===== src/rtl/mem_port_arbiter.sv =====
// Arbitrates a single-ported unified memory between instruction fetch and load/store.
// One req/ack transaction at a time; MEM has priority unless a waiting IF has lost too often.
module mem_port_arbiter #(
    parameter int AW           = 32,
    parameter int DW           = 32,
    parameter int STARVE_LIMIT = 4
) (
    input  logic          clock,
    input  logic          reset,
    input  logic          if_req,
    input  logic [AW-1:0] if_addr,
    output logic [DW-1:0] if_rdata,
    output logic          if_ready,
    output logic          if_stall,
    input  logic          mem_rd,
    input  logic          mem_wr,
    input  logic [AW-1:0] mem_addr,
    input  logic [DW-1:0] mem_wdata,
    output logic [DW-1:0] mem_rdata,
    output logic          mem_ready,
    output logic          mem_stall,
    output logic          port_req,
    output logic          port_we,
    output logic [AW-1:0] port_addr,
    output logic [DW-1:0] port_wdata,
    input  logic [DW-1:0] port_rdata,
    input  logic          port_ack
);

    // state | meaning
    // IDLE  | no access in flight, requests sampled and arbitrated
    // BUSY  | port_req held, waiting for port_ack
    // DONE  | ready pulse to the granted requester, requests ignored
    typedef enum logic [1:0] {
        IDLE = 2'd0,
        BUSY = 2'd1,
        DONE = 2'd2
    } state_t;

    localparam logic [3:0] LIMIT = 4'(STARVE_LIMIT);

    state_t        state_q;
    logic          grant_mem_q;
    logic          port_req_q;
    logic          port_we_q;
    logic [AW-1:0] port_addr_q;
    logic [DW-1:0] port_wdata_q;
    logic [DW-1:0] if_rdata_q;
    logic [DW-1:0] mem_rdata_q;
    logic          if_ready_q;
    logic          mem_ready_q;
    logic [3:0]    starve_q;
    logic [3:0]    starve_d;

    logic mem_any;
    logic win_mem;

    always_comb begin
        mem_any  = mem_rd | mem_wr;
        win_mem  = mem_any & ~(if_req & (starve_q == LIMIT));
        starve_d = starve_q;
        // Only consumed on a grant, so !win_mem here means IF won.
        if (!win_mem) begin
            starve_d = '0;
        end else if (if_req && (starve_q != LIMIT)) begin
            starve_d = starve_q + 4'd1;
        end
    end

    always_ff @(posedge clock) begin
        if (reset) begin
            state_q      <= IDLE;
            grant_mem_q  <= 1'b0;
            port_req_q   <= 1'b0;
            port_we_q    <= 1'b0;
            port_addr_q  <= '0;
            port_wdata_q <= '0;
            if_rdata_q   <= '0;
            mem_rdata_q  <= '0;
            if_ready_q   <= 1'b0;
            mem_ready_q  <= 1'b0;
            starve_q     <= '0;
        end else begin
            if_ready_q  <= 1'b0;
            mem_ready_q <= 1'b0;
            case (state_q)
                IDLE: begin
                    if (if_req || mem_any) begin
                        grant_mem_q  <= win_mem;
                        port_req_q   <= 1'b1;
                        port_we_q    <= win_mem & mem_wr;
                        port_addr_q  <= win_mem ? mem_addr : if_addr;
                        port_wdata_q <= win_mem ? mem_wdata : '0;
                        starve_q     <= starve_d;
                        state_q      <= BUSY;
                    end
                end
                BUSY: begin
                    if (port_ack) begin
                        port_req_q <= 1'b0;
                        if (!port_we_q) begin
                            if (grant_mem_q) begin
                                mem_rdata_q <= port_rdata;
                            end else begin
                                if_rdata_q <= port_rdata;
                            end
                        end
                        if (grant_mem_q) begin
                            mem_ready_q <= 1'b1;
                        end else begin
                            if_ready_q <= 1'b1;
                        end
                        state_q <= DONE;
                    end
                end
                DONE: begin
                    state_q <= IDLE;
                end
                default: begin
                    state_q <= IDLE;
                end
            endcase
        end
    end

    assign if_rdata   = if_rdata_q;
    assign if_ready   = if_ready_q;
    assign mem_rdata  = mem_rdata_q;
    assign mem_ready  = mem_ready_q;
    assign port_req   = port_req_q;
    assign port_we    = port_we_q;
    assign port_addr  = port_addr_q;
    assign port_wdata = port_wdata_q;

    assign if_stall  = if_req & ~if_ready_q;
    assign mem_stall = mem_any & ~mem_ready_q;

endmodule


===== config.mk =====
export PLATFORM = sky130hd
export DESIGN_NAME = mem_port_arbiter
export DESIGN_NICKNAME = d
export VERILOG_FILES = /design/src/rtl/mem_port_arbiter.sv
export SDC_FILE = /design/constraint.sdc
export NUM_CORES = 1
export LEC_CHECK = 0
export CORE_MARGIN = 1
export CORE_UTILIZATION = 45
export DETAILED_ROUTE_END_ITERATION = 10
export GPL_TIMING_DRIVEN = 0
export PLACE_DENSITY = 0.95
export SYNTH_ARGS = -nofsm -noshare
export SYNTH_HDL_FRONTEND = slang
export SYNTH_SLANG_ARGS = --single-unit

===== constraint.sdc =====
create_clock -name clock -period 3.5 [get_ports clock]
set_input_delay 0.525 -clock clock [delete_from_list [all_inputs] [get_ports clock]]
set_output_delay 0.525 -clock clock [all_outputs]
set_load 0.005 [all_outputs]

# Word level (Yosys, flattened, before mapping)
# Index checks and enable logic that the tools add are counted.
# word_totals
register_bits,139
in_bits,134
wordCells,54
# op_classes
add_sub_neg,1
n_mux,12
reduce_logical,11
n_bitwise,13
eq_ne,6
# ops
operator,count
32-bit 2-to-1 mux,2
4-bit 2-to-1 mux,2
4-bit AND reduction,2
1-bit inverter,7
3-bit AND reduction,2
1-bit AND,5
"4-bit by 1-bit adder with 4-bit output, second input constant",1
"4-bit by 3-bit equality test with 1-bit output, second input constant",1
1-bit 2-to-1 mux,4
2-bit 2-to-1 mux,2
"2-bit inequality test, second input constant",2
"4-bit by 3-bit inequality test with 1-bit output, second input constant",1
2-bit one-hot mux with 2 select lines,1
2-bit AND reduction,2
3-bit OR reduction,1
"2-bit by 1-bit equality test with 1-bit output, second input constant",1
2-bit logical NOT,1
"2-bit by 1-bit inequality test with 1-bit output, second input constant",1
1-bit one-hot mux with 2 select lines,1
2-bit nonzero test,1
1-bit logical AND,1
1-bit logical OR,1
1-bit OR,1

# Longest topological paths before layout
# depth
depth_word,6
depth_mapped,6

# Worst setup path before layout
# Ideal clock, no wire load.
# synth_path
path_type,input -> register
startpoint,input reset
endpoint,register port_addr_q[10] (netlist: port_addr[10])
required_time_ns,3.367
slack_ns,1.885
setup_time_ns,0.133
arrival_ns,1.481
stages,5
path_cell_list,clkbuf_1 > clkbuf_1 > buf_2 > clkbuf_1 > a311oi_1
# synth_lines
element,line,text
start: declaration,9,"input logic reset,"
end signal: assignment,92,port_addr_q <= win_mem ? mem_addr : if_addr;
end: declaration,46,logic [AW-1:0] port_addr_q;
# No word-level cell between the ends.

# Final worst setup path
# layout_path
startpoint,input mem_wr
endpoint,output mem_stall
# layout_via
elab_chain_cells,2
# layout_rtl
element,line,text
start: declaration,16,"input logic mem_wr,"
1-bit OR,59,mem_any = mem_rd | mem_wr;
1-bit AND,136,assign mem_stall = mem_any & ~mem_ready_q;
end: declaration,21,"output logic mem_stall,"
# No other way between the ends.

==> run_results.csv <==
group,metric,value,unit
sta,max_slew.worst_pin.slew,0.568,ns
logic_synthesis,synth_cells,641,
setup_path,worstReg2RegEnd,"port_addr[24]$_SDFFE_PP0P_",
clock_network,cts-root-buf,"clkbuf_16",
clock_network,numCtsBuffers,17,
sta,period_needed,2.92,ns
finish,final_common_cell,"clkdlybuf4s50_1",
setup_path,crit_chain,"clkdlybuf4s50_1, nor2_1, clkbuf_1, nor2_1, clkdlybuf4s50_1",
grt,antenna_found_initial,0,
logic_synthesis,yosysUniqueCellTypes,32,
finish,fin_util,73.5,%
setup_path,r2r_setup_slack,1.46,ns
setup_path,crit_type,"input pin to primary output",
floorplan,io_pins,268,
hold_path,min_to,"port_req$_SDFFE_PP0P_",
logic_synthesis,syn-num-nets,777,
sta,skew,0.00598,ns
detailed_routing,wl_per_cell,17.7,um
power_and_ir_drop,ir_worst_vdd,0.308,mV
clock_network,post-cts-setup-buffers,0,
floorplan,coreArea,12800,um^2
hold_path,min_from,"port_req$_SDFFE_PP0P_",
finish,final_nets,1062,
setup_path,critical-path-slowest-cell,"clkdlybuf4s50_1",
setup_path,cp_slowest_stage_delay,0.55,ns
sta,fin_crit_sh,83.4,%
finish,mostFrequentLayoutCells,"clkdlybuf4s50_1 (266), dfxtp_1 (139), nand2b_1 (96)",
logic_synthesis,ys_seq_elements,139,
finish,final_area,9390,um^2
clock_network,worst_skew_pair.late_latency,0.42,ns
finish,layout-drive-gt1-share,5.32,%
clock_network,post_cts_resized,0,
sta,rsz0062_at_grt,"no",
power_and_ir_drop,pwr-share-comb,18.0,%
sta,setup_violations,0,
detailed_routing,first_iter_violations,406,
power_and_ir_drop,p_int,3.16,mW
power_and_ir_drop,p_switching,1.07,mW
grt,gr-usage-all-layers,28.8,%
finish,syn2layout_area_growth,57.9,%
grt,first_global_vias,5974,
setup_path,setup.worst_path.start_class,"input pin",
detailed_routing,vias,6168,
logic_synthesis,netlist_area,5950,um^2
flow_run,cap_violations,0,
detailed_routing,drc_errors,0,
logic_synthesis,yosysTopAreaCell,"dfxtp_1",
logic_synthesis,syn_avg_cell_area,9.28,um^2
setup_path,path_max_fanout,10,
detailed_routing,dr.pass1.iters,7,
place,port_buffers,266,
power_and_ir_drop,seqPwrFrac,41.4,%
power_and_ir_drop,pwr-share-clk,40.6,%
clock_network,htreeDepth,4,
power_and_ir_drop,leakage,3.53,nW
floorplan,initial_core_util,46.6,%
sta,hold_viol,0,
detailed_routing,ant_nets,0,
setup_path,r2r_cells,6,
clock_network,ctsHoldBuffers,0,
floorplan,die_h,117,um
clock_network,cts_tree,"built",
place,dp_hpwl,14.4,mm
logic_synthesis,synth-edff-count,0,
logic_synthesis,ys.flop_type,"dfxtp_1",
hold_path,holdPathStages,2,
power_and_ir_drop,swShare,25.3,%
grt,grt_max_degree,17,
logic_synthesis,netlist.area_leader.share,46.8,%
floorplan,placementRows,41,
place,placed_cell_area,8830,um^2
setup_path,rr_startpoint,"starve_q[0]$_SDFFE_PP0P_",
setup_path,end_kind,"primary output",
status,status,"complete, no violations",
power_and_ir_drop,powerDensity,450,nW/um^2
clock_network,clk_pin_slew,0.06,ns
sta,maxSlewViolCount,0,
grt,grt_pass1_wl,30.1,mm
floorplan,dieArea,13700,um^2
detailed_routing,avgViaCountPerCell,5.55,
hold_path,min_path_type,"flop to flop",
logic_synthesis,synth.area.top_cells,"dfxtp_1 (47%), mux2i_1 (11%), nand2b_1 (10%)",
logic_synthesis,synth-warning-count,0,
clock_network,cts_sinks,139,
setup_path,arrival,2.40,ns
finish,insertedDiodeCount,0,
logic_synthesis,async_reset_ff_share,0,%
sta,slew_headroom,62.2,%
floorplan,dieWidth,117,um
detailed_routing,totalWireLength,19.7,mm
place,place.gp.congestion,0.881,
sta,totalNegativeSetupSlack,0,ns
grt,grt-ovfl-total,0,
logic_synthesis,ys_seq_area_share,46.8,%
clock_network,clock_path_buffers,2,
sta,max_freq,0.342,GHz
setup_path,cp.required,2.97,ns
==> power by group through the flow <==
stage                     combinational [mW]  sequential [mW]  clock, mW
after floorplan                        0.295             1.78          0
after global placement                 0.735             1.78          0
after detailed placement               0.749             1.78          0
after CTS                              0.756             1.75       1.73
after global routing                   0.818             1.76       1.80
final                                  0.759             1.75       1.71
==> metal layers <==
metal  vias to the layer above  global-route usage [%]  routed length (um)  share of wire [%]
li1                       2880                       -                   -                  -
met1                      2891                    32.0                7480                 38
met2                       344                    51.0                9820                 50
met3                        53                    7.57                1780                9.1
met4                         0                    13.9                 624                3.2
met5                         -                       0                   0                  0
==> worst max-delay path: cells and delay by family <==
kind / cells / cell delay (ns)
AND/OR/NAND/NOR: 2 / 0.47
buffers and inverters: 3 / 1.40
==> worst max-delay path by stage <==
| stage | startpoint | slack [ns] | endpoint | depth (start not counted) |
|---|---|---|---|---|
| finish | mem_wr | 0.58 | mem_stall | 5 |
| global route | mem_wr | 0.45 | mem_stall | 5 |
| CTS | mem_wr | 0.60 | mem_stall | 5 |
| detailed placement | mem_wr | 0.63 | mem_stall | 5 |
| global placement | mem_wr | 0.62 | mem_stall | 5 |
| floorplan | reset | 1.89 | port_addr[10]$_SDFFE_PP0P_ | 5 |
==> cell usage after synthesis (all sizes together) (2+ instances only) <==
master / number
or3b: 3
nor2: 5
nand2b: 96
inv: 2
o21ai: 66
nand4b: 3
mux2i: 64
dfxtp: 139
or2: 2
a31oi: 2
nor3: 3
nand2: 6
nand4: 35
ha: 2
and4b: 2
nand3: 36
a21oi: 70
a311oi: 32
clkbuf: 51
buf: 17
==> cells by family (layout without fill, tap and decap cells) <==
family          Yosys count  in the layout  share of synthesized area, %
compound gates          170            170                          16.4
fa+ha+maj                 2              2                         0.420
buf+inv                  70            368                          5.57
flops                   139            139                          46.8
mux                      64             64                          10.8
simple gates            196            196                          20.1
==> flip-flops by register name (all words and copies together) (netlist names), 2 cells and up <==
name	cells
if_rdata	32
port_addr	32
port_wdata	32
mem_rdata	32
starve_q	4
state_q	2
==> final cells by class <==
cell class | count | area (um^2)
Fill cell | 886 | 3380
Clock buffer | 22 | 474
Inverter | 2 | 7.51
Sequential cell | 139 | 2780
Multi-Input combinational cell | 432 | 2840
Clock inverter | 10 | 91.3
Buffer | 68 | 324
Timing Repair Buffer | 266 | 2660
Tap cell | 172 | 215
==> per-stage QoR <==
stage | worst slack [ns] | hold WS (ns) | power (mW) | cells
final | 0.580 | 0.459 | 4.22 | 1111
after global routing | 0.454 | 0.480 | 4.38 | 1111
after CTS | 0.600 | 0.456 | 4.24 | 1111
after detailed placement | 0.630 | 0.448 | 2.53 | 1079
after global placement | 0.616 | 0.446 | 2.51 | 1079
after floorplan | 1.89 | 0.453 | 2.08 | 641
Note: power is estimated with default switching activity, not from simulation.
